File: src/rtl/cla_pkg.sv
// Shared types and constants for the nibble-serial carry look-ahead adder.
package cla_pkg;

    localparam int unsigned NIB_W = 4;

    typedef logic [NIB_W-1:0] nibble_t;

    typedef enum logic [1:0] {
        IDLE,
        RUN,
        DONE
    } state_t;

endpackage

File: src/rtl/cla_slice4.sv
// Combinational 4-bit carry look-ahead slice; c3 is exposed for signed-overflow detection.
module cla_slice4
    import cla_pkg::*;
(
    input  nibble_t a,
    input  nibble_t b,
    input  logic    c0,
    output nibble_t s,
    output logic    c3,
    output logic    c4
);

    nibble_t g;
    nibble_t p;
    logic    c1;
    logic    c2;

    assign g = a & b;
    assign p = a ^ b;

    // Every carry is expanded directly from g, p and c0 so no carry waits on another.
    assign c1 = g[0] | (p[0] & c0);
    assign c2 = g[1] | (p[1] & g[0]) | (p[1] & p[0] & c0);
    assign c3 = g[2] | (p[2] & g[1]) | (p[2] & p[1] & g[0]) | (p[2] & p[1] & p[0] & c0);
    assign c4 = g[3] | (p[3] & g[2]) | (p[3] & p[2] & g[1]) | (p[3] & p[2] & p[1] & g[0])
              | (p[3] & p[2] & p[1] & p[0] & c0);

    assign s = p ^ {c3, c2, c1, c0};

endmodule

File: src/rtl/cla_seq_adder.sv
// Multi-precision add/subtract: one shared CLA slice walks the operands LSB nibble first.
module cla_seq_adder
    import cla_pkg::*;
#(
    parameter int unsigned WIDTH = 16
) (
    input  logic             clk,
    input  logic             rst_n,
    input  logic             in_valid,
    output logic             in_ready,
    input  logic [WIDTH-1:0] a,
    input  logic [WIDTH-1:0] b,
    input  logic             cin,
    input  logic             sub,
    output logic             out_valid,
    input  logic             out_ready,
    output logic [WIDTH-1:0] sum,
    output logic             cout,
    output logic             ovf,
    output logic             zero
);

    localparam int unsigned NIB   = WIDTH / NIB_W;
    localparam int unsigned IDX_W = (NIB > 1) ? $clog2(NIB) : 1;

    state_t           state,     state_nxt;
    logic             in_ready_nxt;
    logic             out_valid_nxt;
    logic [WIDTH-1:0] sum_nxt;
    logic             cout_nxt;
    logic             ovf_nxt;
    logic             zero_nxt;
    logic [WIDTH-1:0] a_r,       a_nxt;
    logic [WIDTH-1:0] b_r,       b_nxt;
    logic             carry_r,   carry_nxt;
    logic [IDX_W-1:0] idx,       idx_nxt;

    nibble_t slice_a;
    nibble_t slice_b;
    nibble_t slice_s;
    logic    slice_c3;
    logic    slice_c4;

    assign slice_a = a_r[int'(idx) * NIB_W +: NIB_W];
    assign slice_b = b_r[int'(idx) * NIB_W +: NIB_W];

    cla_slice4 u_slice (
        .a  (slice_a),
        .b  (slice_b),
        .c0 (carry_r),
        .s  (slice_s),
        .c3 (slice_c3),
        .c4 (slice_c4)
    );

    // State, handshake and datapath registers.
    always_ff @(posedge clk) begin
        if (!rst_n) begin
            state     <= IDLE;
            in_ready  <= 1'b1;
            out_valid <= 1'b0;
            sum       <= '0;
            cout      <= 1'b0;
            ovf       <= 1'b0;
            zero      <= 1'b0;
            a_r       <= '0;
            b_r       <= '0;
            carry_r   <= 1'b0;
            idx       <= '0;
        end else begin
            state     <= state_nxt;
            in_ready  <= in_ready_nxt;
            out_valid <= out_valid_nxt;
            sum       <= sum_nxt;
            cout      <= cout_nxt;
            ovf       <= ovf_nxt;
            zero      <= zero_nxt;
            a_r       <= a_nxt;
            b_r       <= b_nxt;
            carry_r   <= carry_nxt;
            idx       <= idx_nxt;
        end
    end

    // Next-state and next-output logic; everything holds unless a state acts on it.
    always_comb begin
        state_nxt     = state;
        in_ready_nxt  = in_ready;
        out_valid_nxt = out_valid;
        sum_nxt       = sum;
        cout_nxt      = cout;
        ovf_nxt       = ovf;
        zero_nxt      = zero;
        a_nxt         = a_r;
        b_nxt         = b_r;
        carry_nxt     = carry_r;
        idx_nxt       = idx;

        unique case (state)
            IDLE: begin
                if (in_valid) begin
                    // Subtraction is A + ~B + 1, so the inversion and the +1 happen at capture.
                    a_nxt        = a;
                    b_nxt        = sub ? ~b : b;
                    carry_nxt    = sub ? 1'b1 : cin;
                    idx_nxt      = '0;
                    in_ready_nxt = 1'b0;
                    state_nxt    = RUN;
                end
            end
            RUN: begin
                sum_nxt[int'(idx) * NIB_W +: NIB_W] = slice_s;
                carry_nxt = slice_c4;
                idx_nxt   = idx + IDX_W'(1);
                if (idx == IDX_W'(NIB - 1)) begin
                    cout_nxt      = slice_c4;
                    ovf_nxt       = slice_c3 ^ slice_c4;
                    zero_nxt      = (sum_nxt == '0);
                    idx_nxt       = '0;
                    out_valid_nxt = 1'b1;
                    state_nxt     = DONE;
                end
            end
            DONE: begin
                if (out_ready) begin
                    out_valid_nxt = 1'b0;
                    in_ready_nxt  = 1'b1;
                    state_nxt     = IDLE;
                end
            end
            default: begin
                out_valid_nxt = 1'b0;
                in_ready_nxt  = 1'b1;
                state_nxt     = IDLE;
            end
        endcase
    end

endmodule

File: config.mk
export PLATFORM = sky130hd
export DESIGN_NAME = cla_seq_adder
export DESIGN_NICKNAME = d
export VERILOG_FILES = /design/src/rtl/cla_pkg.sv /design/src/rtl/cla_slice4.sv /design/src/rtl/cla_seq_adder.sv
export SDC_FILE = /design/constraint.sdc
export NUM_CORES = 1
export LEC_CHECK = 0
export BUFFER_PORTS_ARGS = -buffer_cell sky130_fd_sc_hd__buf_2
export CAP_MARGIN = 25
export CORE_ASPECT_RATIO = 0.5
export CORE_MARGIN = 10
export CORE_UTILIZATION = 54
export DETAILED_ROUTE_END_ITERATION = 10
export PLACE_DENSITY = 0.79
export SYNTH_ARGS = -nofsm -noshare
export SYNTH_HDL_FRONTEND = slang
export SYNTH_SLANG_ARGS = --single-unit
export TNS_END_PERCENT = 50
File: constraint.sdc
create_clock -name clk -period 3.5 [get_ports clk]
set_input_delay 0.175 -clock clk [delete_from_list [all_inputs] [get_ports clk]]
set_output_delay 0.175 -clock clk [all_outputs]
set_load 0.05 [all_outputs]
# Word level (Yosys, flattened, before mapping)
# Cells that the tools add are included.
dict set report classes {
  shift 4
  n_bitwise 33
  n_mux 18
  n_eq_ne 6
  add_sub_neg 2
  n_reduce_logical 9
}
# operator count
set op_table {}
lappend op_table {{negator 4 -> 34 bit} 1}
lappend op_table {{variable shift 4 x 34 -> 16 bit (first input constant)} 1}
lappend op_table {{indexed part select 4 x 34 -> 16 bit} 1}
lappend op_table {{indexed part select 16 x 5 -> 4 bit} 2}
lappend op_table {{bitwise AND 1 bit} 16}
lappend op_table {{bitwise mux 16 bit} 1}
lappend op_table {{logical NOT 16 bit} 1}
lappend op_table {{2-to-1 mux 16 bit} 1}
lappend op_table {{NOT 16 bit} 1}
lappend op_table {{2-to-1 mux 2 bit} 5}
lappend op_table {{bitwise OR 1 bit} 10}
lappend op_table {{AND reduction 3 bit} 3}
lappend op_table {{bitwise XOR 4 bit} 2}
lappend op_table {{2-to-1 mux 1 bit} 6}
lappend op_table {{inequality test 2 bit (second input constant)} 3}
lappend op_table {{case mux 1 bit (3 select lines)} 2}
lappend op_table {{case mux 2 bit (3 select lines)} 1}
lappend op_table {{AND reduction 2 bit} 3}
lappend op_table {{bitwise AND 4 bit} 1}
lappend op_table {{equality test 2 bit (second input constant)} 2}
lappend op_table {{case mux 2 bit (2 select lines)} 1}
lappend op_table {{adder 2 x 1 -> 2 bit (second input constant)} 1}
lappend op_table {{equality test 2 x 1 -> 1 bit (second input constant)} 1}
lappend op_table {{logical NOT 2 bit} 1}
lappend op_table {{other kinds (4)} 5}
dict set report word_totals {
  input_bits 38
  register_bits 58
  word_cells 83
}

# Longest topological paths before layout
# Gate-level depths: netlist of run 1.
dict set report logic_depth {
  ltp_word 10
  ltp_mapped 8
}

# Cells and area by module
# A second synthesis of run 1 with hierarchy kept.
dict set report hier_totals {
  hier_cells 319
  hier_area_um2 2950.3
}
# mod seq_area_each_um2 cells_each instances area_each_um2
set by_module_without_submodules {}
lappend by_module_without_submodules {cla_seq_adder 1161.1 301 1 2795.2}
lappend by_module_without_submodules {cla_slice4 0.0 18 1 155.1}

# Worst setup path after synthesis of run 1
# OpenSTA, ideal clock, no wires.
dict set report synth_timing {
  path_kind {flip-flop to flip-flop}
  from {register idx[0]}
  to {register zero}
  path_slack_ns 0.835
  stages_incl_launch_ff 9
  path_buffers 1
  t_arrival_ns 2.549
  cell_sequence {dfxtp_1 > buf_2 > mux4_2 > ha_1 > a21o_1 > a21oi_1 > xnor2_1 > o22ai_1 > a41o_1}
}
dict set report synth_via {
  elab_chain_cells 10
}
# element line_no
set synth_lines {}
lappend synth_lines {{start, declared} cla_seq_adder.sv:36} ;# logic [IDX_W-1:0] idx, idx_nxt;
lappend synth_lines {{start signal, assigned} cla_seq_adder.sv:81} ;# idx <= idx_nxt;
lappend synth_lines {{indexed part select 16 x 5 -> 4 bit, on equally long branches} {cla_seq_adder.sv:44, cla_seq_adder.sv:45}}
lappend synth_lines {{bitwise XOR 4 bit / bitwise AND 4 bit (equally long branches)} {cla_slice4.sv:19, cla_slice4.sv:18}}
lappend synth_lines {{bitwise AND 1 bit} cla_slice4.sv:24} ;# assign c3 = g[2] | (p[2] & g[1]) | (p[2] & p[1] & g[0]) | (p[2] & p[1] & p[0] & c0);
lappend synth_lines {{bitwise OR 1 bit / bitwise AND 1 bit (equally long branches) (2 in series)} cla_slice4.sv:24}
lappend synth_lines {{bitwise OR 1 bit} cla_slice4.sv:24}
lappend synth_lines {{bitwise XOR 4 bit} cla_slice4.sv:28} ;# assign s = p ^ {c3, c2, c1, c0};
lappend synth_lines {{indexed part select 4 x 34 -> 16 bit} cla_seq_adder.sv:112} ;# sum_nxt[int'(idx) * NIB_W +: NIB_W] = slice_s;
lappend synth_lines {{bitwise mux 16 bit} cla_seq_adder.sv:112}
lappend synth_lines {{logical NOT 16 bit} cla_seq_adder.sv:118} ;# zero_nxt = (sum_nxt == '0);
lappend synth_lines {{end signal, assigned} cla_seq_adder.sv:77} ;# zero <= zero_nxt;
lappend synth_lines {{end, declared} cla_seq_adder.sv:20} ;# output logic zero
# Parallel ways exist; a longest one is shown, timed or not.
# A chain may end at the register's enable or synchronous reset.

# Worst setup path in the final report of run 1
# Same ends and word-level chain as after synthesis.

==> results of run 1 <==
-- layout by cell type (no fill, tap or decap), drive strengths merged, types with 2 or more instances in the layout --
cell	n
a211oi	19
a21oi	27
a22oi	15
and2	3
buf	61
clkbuf	11
clkinv	3
clkinvlp	2
dfxtp	58
ha	11
inv	5
mux4	8
nand2	44
nand2b	5
nand3	3
nand4	2
nor2	43
nor2b	2
nor3	4
nor4	6
o211ai	2
o21ai	6
o22ai	2
or2	2
xnor2	17
-- path summary, 6_finish.rpt --
path	cells after the start	to	slack [ps]	start
max	8	zero	530	idx[0]
min	3	a_r[3]	60	a[3]
max reg2reg	8	zero	530	idx[0]
min reg2reg	2	a_r[0]	460	a_r[0]
-- critical path: cells and delay by family, from the launching register on --
family,cells,cell delay (ps)
DFF,1,630
xor gates and xnor gates,1,520
buffers and inverters,1,270
muxes,1,510
adders and majority gates,1,360
and+or+nand+nor,3,390
AOI/OAI and AO/OA,1,180
-- power groups by stage --
stage | logic (mW) | registers [mW] | clock network [mW]
after floorplan | 0.194 | 0.742 | 0
after global placement | 0.267 | 0.736 | 0
after detailed placement | 0.276 | 0.738 | 0
after CTS | 0.277 | 0.723 | 0.548
after global routing | 0.308 | 0.728 | 0.581
final | 0.279 | 0.723 | 0.536
-- state kept, by name, summed over array words and instances, names as in the netlist --
| signal | flops |
|---|---|
| idx | 2 |
| zero | 1 |
| b_r | 16 |
| sum | 16 |
| in_ready | 1 |
| carry_r | 1 |
| out_valid | 1 |
| ovf | 1 |
| cout | 1 |
| state | 2 |
| a_r | 16 |
-- layer usage --
metal	global-route usage	share of wire	vias to the layer above
li1	-	-	1221
met1	0.180	0.45	1161
met2	0.267	0.48	45
met3	0.0673	0.053	15
met4	0.0578	0.016	0
met5	0	0	-
-- through the flow --
step	hold WS, ps	util	std cells	worst slack, ps
detailed placement	424	0.627	428	548
finish	58.8	0.661	444	533
global placement	415	0.627	428	650
global route	53.4	0.661	444	288
CTS	47.7	0.661	444	550
floorplan	251	-	315	835
-- area by class of cell --
class	count	area, µm²	share of cell area
Multi-Input combinational cell	234	1540	0.468
Inverter	5	18.8	0.00570
Clock buffer	11	141	0.0429
Clock inverter	5	30.0	0.00912
Sequential cell	58	1160	0.353
Timing Repair Buffer	61	313	0.0950
Tap cell	70	87.6	0.0266
-- cell families after synthesis --
group / share of synthesized area
simple gates: 0.186
compound gates: 0.182
flops: 0.415
buf+inv: 0.0362
xor+xnor: 0.0563
fa+ha+maj: 0.0563
mux: 0.0679
==> out/results.ini, run 1 <==
[worst_setup_path]
endpoint_kind = flop
path_class = flop to flop
slowest_delay_ps = 630
worst-endpoint-arrival_ps = 3210
crit_fanout = 10
critical_path_required_ps = 3740
critPathSlowestCell = dfxtp_1
critPathLaunchType = flop
crit_chain = buf_4 > mux4_2 > ha_1 > xor2_1 > nor2_1 > nor4_1 > nor3_1 > a41o_1

[floorplanning]
floorplan.io_pins = 59
initial_utilization = 0.563
chipWidth_um = 122
fp-row-count = 18
design.core.area_mm2 = 0.00498
die_area_mm2 = 0.00864
die_h_um = 70.9

[cts]
worst_setup_hold_path_clk_slew_ps = 60
numCtsBuffers = 9
cts_max_path_buffers = 2
htree_num_levels = 3
tritoncts = done
postCtsHoldBufs = 0
clk-insertion-delay-late_ps = 350
post_cts_resize_count = 0
cts_root_buffer = clkbuf_8
post_cts_buffers = 0
cts_sinks = 58

[logic_synthesis]
synth.avg_cell_area_um2 = 8.89
post_synth_num_cell_types = 41
yosys_warnings = 0
mappedNetlistNets = 365
yosysMostFrequentCell = dfxtp_1
flip_flop_and_latch_count_after_synthesis = 58
ys_seq_area_frac = 0.415
mappedNetlistArea_mm2 = 0.00280
synth_top_cell_area_share = 0.415
synth-edff-count = 0
synth.largest_area_cell = dfxtp_1
synth-async-reset-ratio = 0
post_synth_main_area_contributors = dfxtp_1 (41%), mux4_2 (6.4%), nand2_1 (5.9%), nor2_1 (5.8%), xnor2_1 (5.3%)
synthTopCellsByCount = dfxtp_1 (58), nand2_1 (44), nor2_1 (43)
postSynth.topFlopCell = dfxtp_1
post_synth_inst_count = 315

[drt]
detail_route.iter0.violations = 176
postRouteWirelength_um = 6680
vias_per_cell = 5.50
drc = 0
detailroute.via_count = 2442
routedWlPerCell_um = 15.0
route.antenna.remaining_nets = 0
drt_first_pass_iters = 4

[timing]
setup_violations = 0
part_of_the_cycle_the_worst_path_needs = 0.848
final.setup_skew_ps = 5.13
final-max-slew-violation-count = 0
slew_headroom = 0.408
setup_total_negative_slack_ps = 0
rsz0062_at_grt = false
tightestPinTransition_ps = 887
report.final.hold_viol_count = 0
fmax_ghz = 0.337
period_minus_slack_ps = 2970

[place]
globalplace.congestion = 0.932
io_buffers = 58
hpwl_um = 4960
dpl_cell_area_mm2 = 0.00312

[power_and_ir_drop]
gate_power_share = 0.181
powerDensity_mw_per_mm2 = 467
seq_power_share = 0.470
clock_power_share = 0.349
worst_ir_drop_vdd_uv = 323
p_switching_mw = 0.456
power_leakage_nw = 1.34
power_mw = 1.54
power_report.internal_total_mw = 1.08
power.share.switching = 0.297

[global_routing]
grt_use_total = 0.160
grt.overflow.total = 0
grt_pass1_vias = 2446
grt_first_pass_wirelength_um = 11300
grt_antenna_before_repair = 0
grt_max_degree = 55

[run]
drv.max_cap_violation_count = 0

[layout]
nNetsFinal = 419
post-route-cell-area_mm2 = 0.00329
area_delta_synth_final_pct = 17.6
nFillCells = 430
drive_gt1_frac = 0.246
antenna_cells_inserted = 0

[min_path]
hold_path.class = input port to flop

[run_status]
status = complete, no violations

Note: power is estimated with default switching activity, not from simulation.
==> inputs of run 2 (changes only) <==
==> constraint.sdc (replaced) <==
create_clock -name clk -period 3.01 [get_ports clk]
set_input_delay 0.1505 -clock clk [delete_from_list [all_inputs] [get_ports clk]]
set_output_delay 0.1505 -clock clk [all_outputs]
set_load 0.05 [all_outputs]
==> run 2 against run 1 <==
Effect of this change: first-iteration DRC count shrank 24%; sequential power grew 16%; count of clock-buffer cells in the layout shrank 1; non-clock buffer count grew 2; flip-flop and latch count is the same; sequential share of layout area shrank 0.50 points; total power grew 23%; die area is the same; combinational power grew 18%; worst hold slack lost 16 ps; critical path type unchanged; critical endpoint unchanged; clock skew grew 1.3 ps.
==> out/results.ini, run 2 (same netlist as run 1, synthesis figures left out) <==
[run_status]
status = complete, no violations

[cts]
htree_num_levels = 3
post_cts_resize_count = 0
numCtsBuffers = 9
cts_sinks = 58
postCtsHoldBufs = 0
clk-insertion-delay-late_ps = 340
cts_max_path_buffers = 2
tritoncts = done
cts_root_buffer = clkbuf_8
worst_setup_hold_path_clk_slew_ps = 70
post_cts_buffers = 0

[worst_setup_path]
critical-path-top-delay-family = multiplexers
ff2ff_path_depth = 7
crit_buf_inv = 1
path_class = flop to flop
critPathSlowestCell = mux4_2
critPathCapture = zero
ff2ff_setup_slack_ps = 420
crit_fanout = 5
critPathLaunchType = flop
endpoint_kind = flop
worst-endpoint-arrival_ps = 2830
r2r_start = idx[0]
startpoint = idx[0]
timing.rr.end = zero
slowest_delay_ps = 510
worst-path-stages = 7
critical_path_required_ps = 3250
crit_chain = buf_4 > mux4_2 > ha_1 > a21oi_1 > xnor2_1 > o22ai_1 > a41o_1

[layout]
layout.cells.most_common_list = dfxtp_1 (58), buf_2 (58), nand2_1 (44)
biggestRegsByFlops = a_r: 16 flops, b_r: 16 flops, sum: 16 flops
antenna_cells_inserted = 0
multi_input_area_mm2 = 0.00154
nNetsFinal = 421
drive_gt1_frac = 0.253
seq_area_mm2 = 0.00116
stdcell_count = 446
post-route-cell-area_mm2 = 0.00334
final_core_util = 0.671
nFillCells = 436
area_delta_synth_final_pct = 19.3

[drt]
vias_per_cell = 5.48
route.antenna.remaining_nets = 0
detail_route.iter0.violations = 134
drc = 0
routedWlPerCell_um = 14.6
detailroute.via_count = 2446
postRouteWirelength_um = 6530
drt_first_pass_iters = 4

[global_routing]
grt_first_pass_wirelength_um = 11100
grt_pass1_vias = 2436
grt.overflow.total = 0
grt_use_total = 0.158
grt_antenna_before_repair = 0
grt_max_degree = 55

[power_and_ir_drop]
worst_ir_drop_vdd_uv = 291
power_leakage_nw = 1.36
powerDensity_mw_per_mm2 = 566
power_mw = 1.89

[place]
hpwl_um = 4970
io_buffers = 58
dpl_cell_area_mm2 = 0.00314
place_inst = 430
globalplace.congestion = 0.842

[timing]
part_of_the_cycle_the_worst_path_needs = 0.862
tightestPinTransition_ps = 885
period_minus_slack_ps = 2590
setup_total_negative_slack_ps = 0
fmax_ghz = 0.386
slew_headroom = 0.409
rsz0062_at_grt = false
final-max-slew-violation-count = 0
final.setup_skew_ps = 6.39
setup_violations = 0
report.final.hold_viol_count = 0

[min_path]
hold_path.class = input port to flop

[floorplanning]
floorplan.io_pins = 59
chipWidth_um = 122
die_h_um = 70.9
design.core.area_mm2 = 0.00498
fp-row-count = 18
die_area_mm2 = 0.00864
initial_utilization = 0.563

[run]
drv.max_cap_violation_count = 0

run 2: cell type report:
class                           instances  share of cell area
Inverter                                5             0.00562
Clock inverter                          6              0.0199
Tap cell                               70              0.0262
Sequential cell                        58               0.348
Multi-Input combinational cell        234               0.461
Timing Repair Buffer                   63              0.0982
Clock buffer                           10              0.0412
run 2: worst min-delay path by stage:
stage,slack [ps],startpoint,cells after the start,to
finish,40,a[12],3,a_r[12]
global route,40,a[12],3,a_r[12]
CTS,30,a[12],3,a_r[12]
detailed placement,400,a[12],3,a_r[12]
global placement,390,a[14],3,a_r[14]
floorplan,230,rst_n,1,in_ready
run 2: stage by stage:
stage | worst slack, ps | hold slack, ps
final | 417 | 42.9
after detailed placement | 402 | 399
after global routing | 219 | 37.5
after CTS | 390 | 28.8
after floorplan | 345 | 227
after global placement | 483 | 392
run 2: tightest hold or removal path, stage by stage:
cell and delay [ps]:
buf_2 90, nand2_1 40, a21oi_1 50
run 2: layer usage:
| metal | part of all wire | track usage | vias up |
|---|---|---|---|
| met4 | 0.012 | 0.0499 | 0 |
| li1 | - | - | 1226 |
| met1 | 0.44 | 0.182 | 1152 |
| met3 | 0.068 | 0.0633 | 8 |
| met2 | 0.48 | 0.263 | 60 |
| met5 | 0 | 0 | - |
run 2: report_power, final:
group / switching [mW] / total [mW] / internal, mW
sequential: 0.0308 / 0.841 / 0.810
combinational: 0.192 / 0.328 / 0.137
clock: 0.318 / 0.722 / 0.404
total: 0.541 / 1.89 / 1.35
==> inputs of run 3 (changes only) <==
--- a/config.mk
+++ b/config.mk
@@ -9,9 +9,9 @@
 export CAP_MARGIN = 25
 export CORE_ASPECT_RATIO = 0.5
 export CORE_MARGIN = 10
-export CORE_UTILIZATION = 54
+export CORE_UTILIZATION = 45
 export DETAILED_ROUTE_END_ITERATION = 10
-export PLACE_DENSITY = 0.79
+export PLACE_DENSITY = 0.68
 export SYNTH_ARGS = -nofsm -noshare
 export SYNTH_HDL_FRONTEND = slang
 export SYNTH_SLANG_ARGS = --single-unit
==> run 3 against run 2 <==
Effect of this change: core utilization decreased by 10 points; maximum frequency shrank 2.9%; routed wire length up 5.2%; critical path depth unchanged; clock power is 36% higher; global-route usage decreased by 1.8 points; count of clock-buffer cells in the layout rose by 1; sequential power about the same; first-iteration DRC count rose by 49%; sequential share of layout area decreased by 0.98 points.
==> out/results.ini, run 3 (same netlist as run 1, synthesis figures left out) <==
[cts]
cts_max_path_buffers = 2
cts_root_buffer = clkbuf_16
cts_sinks = 58
worst_setup_hold_path_clk_slew_ps = 50
tritoncts = done
postCtsHoldBufs = 0
clk-insertion-delay-late_ps = 320
htree_num_levels = 3
numCtsBuffers = 9

[drt]
detailroute.via_count = 2426
drc = 0
met2_wire_length_um = 3290
postRouteWirelength_um = 6860
drt_first_pass_iters = 4
wl_met3_um = 307
met1Wirelength_um = 3170
route.antenna.remaining_nets = 0
detail_route.iter0.violations = 199
top_layer_used = met4
vias_per_cell = 5.24
routedWlPerCell_um = 14.8

[min_path]
hold_path.class = input port to flop

[timing]
rsz0062_at_grt = false
final_critical_path_setup_slack_ps = 339
setup_violations = 0
report.final.hold_viol_count = 0
setup_total_negative_slack_ps = 0
fmax_ghz = 0.374
final-max-slew-violation-count = 0
slew_headroom = 0.403
tightestPinTransition_ps = 894
period_minus_slack_ps = 2670
part_of_the_cycle_the_worst_path_needs = 0.887
final.setup_skew_ps = 7.38

[floorplanning]
floorplan.io_pins = 59
fp-row-count = 20
die_h_um = 75.8
initial_utilization = 0.462
design.core.area_mm2 = 0.00606
chipWidth_um = 132
die_area_mm2 = 0.00997

[layout]
nNetsFinal = 420
layout_commonest_cell = buf_2
drive_gt1_frac = 0.248
biggestRegsByFlops = a_r: 16 flops, b_r: 16 flops, sum: 16 flops
final_core_util = 0.568
antenna_cells_inserted = 0
area_delta_synth_final_pct = 22.8
stdcell_count = 463
layout.cells.most_common_list = buf_2 (58), dfxtp_1 (57), nand2_1 (44)
post-route-cell-area_mm2 = 0.00344

[place]
dpl_cell_area_mm2 = 0.00315
place_inst = 447
globalplace.congestion = 0.887
hpwl_um = 4900
io_buffers = 58
place_ws_ps = 169

[worst_setup_path]
critPathSlowestCell = mux4_2
critical_path_required_ps = 3270
path_class = flop to flop
crit_chain = mux4_2 > ha_1 > a211oi_1 > o21bai_1 > o21a_1 > o22ai_1 > a41o_1
worst-endpoint-arrival_ps = 2930
endpoint_kind = flop
critPathLaunchType = flop
slowest_delay_ps = 610
crit_fanout = 9

[global_routing]
grt.overflow.total = 0
grt_first_pass_wirelength_um = 11500
grt_pass1_vias = 2470
grt_max_degree = 55
grt_antenna_before_repair = 0
grt_use_total = 0.140

[power_and_ir_drop]
powerDensity_mw_per_mm2 = 626
power_leakage_nw = 1.39
worst_ir_drop_vdd_uv = 273

[run]
drv.max_cap_violation_count = 0

[run_status]
status = complete, no violations

run 3: area by class of cell:
type | instances | area [µm²]
Clock buffer | 11 | 233
Clock inverter | 5 | 55.1
Fill cell | 599 | 2620
Inverter | 5 | 18.8
Multi-Input combinational cell | 234 | 1540
Sequential cell | 58 | 1160
Tap cell | 88 | 110
Timing Repair Buffer | 62 | 320
run 3: path summary, 6_finish.rpt:
check	cells after the start	start	to	slack [ps]
hold / removal	3	a[14]	a_r[14]	60
hold reg to reg	2	a_r[9]	a_r[9]	450
setup reg to reg	7	idx[0]	zero	340
setup / recovery	7	idx[0]	zero	340
run 3: layer usage:
metal	global-route usage	up-vias
met5	0	-
met4	0.0526	0
met3	0.0401	9
met2	0.248	69
met1	0.162	1115
li1	-	1233
run 3: where the power goes:
group          internal (mW)  switching (mW)  leakage (nW)  total (mW)
logic                  0.136           0.193         0.784       0.329
registers              0.811          0.0315         0.475       0.843
clock network          0.637           0.343         0.136       0.980
total                   1.58           0.568          1.39        2.15
run 3: what timing repair did:
action	in CTS	in global routing
endpoints found under the setup margin	0	2
setup buffers	0	0
resized for setup	0	1
run 3: stage by stage:
stage,total power [mW],hold slack (ps)
2_1_floorplan,1.09,227
3_3_place_gp,1.17,391
3_5_place_dp,1.18,400
4_1_cts,2.16,61.4
5_1_grt,2.25,67.6
6_report,2.15,63.7
run 3: critical path: cells and delay by family, from the launching register on:
kind,cells,cell delay (ps)
AO/OA/AOI/OAI,5,1130
multiplexers,1,610
flip-flops,1,500
adder cells (fa/ha/maj),1,370
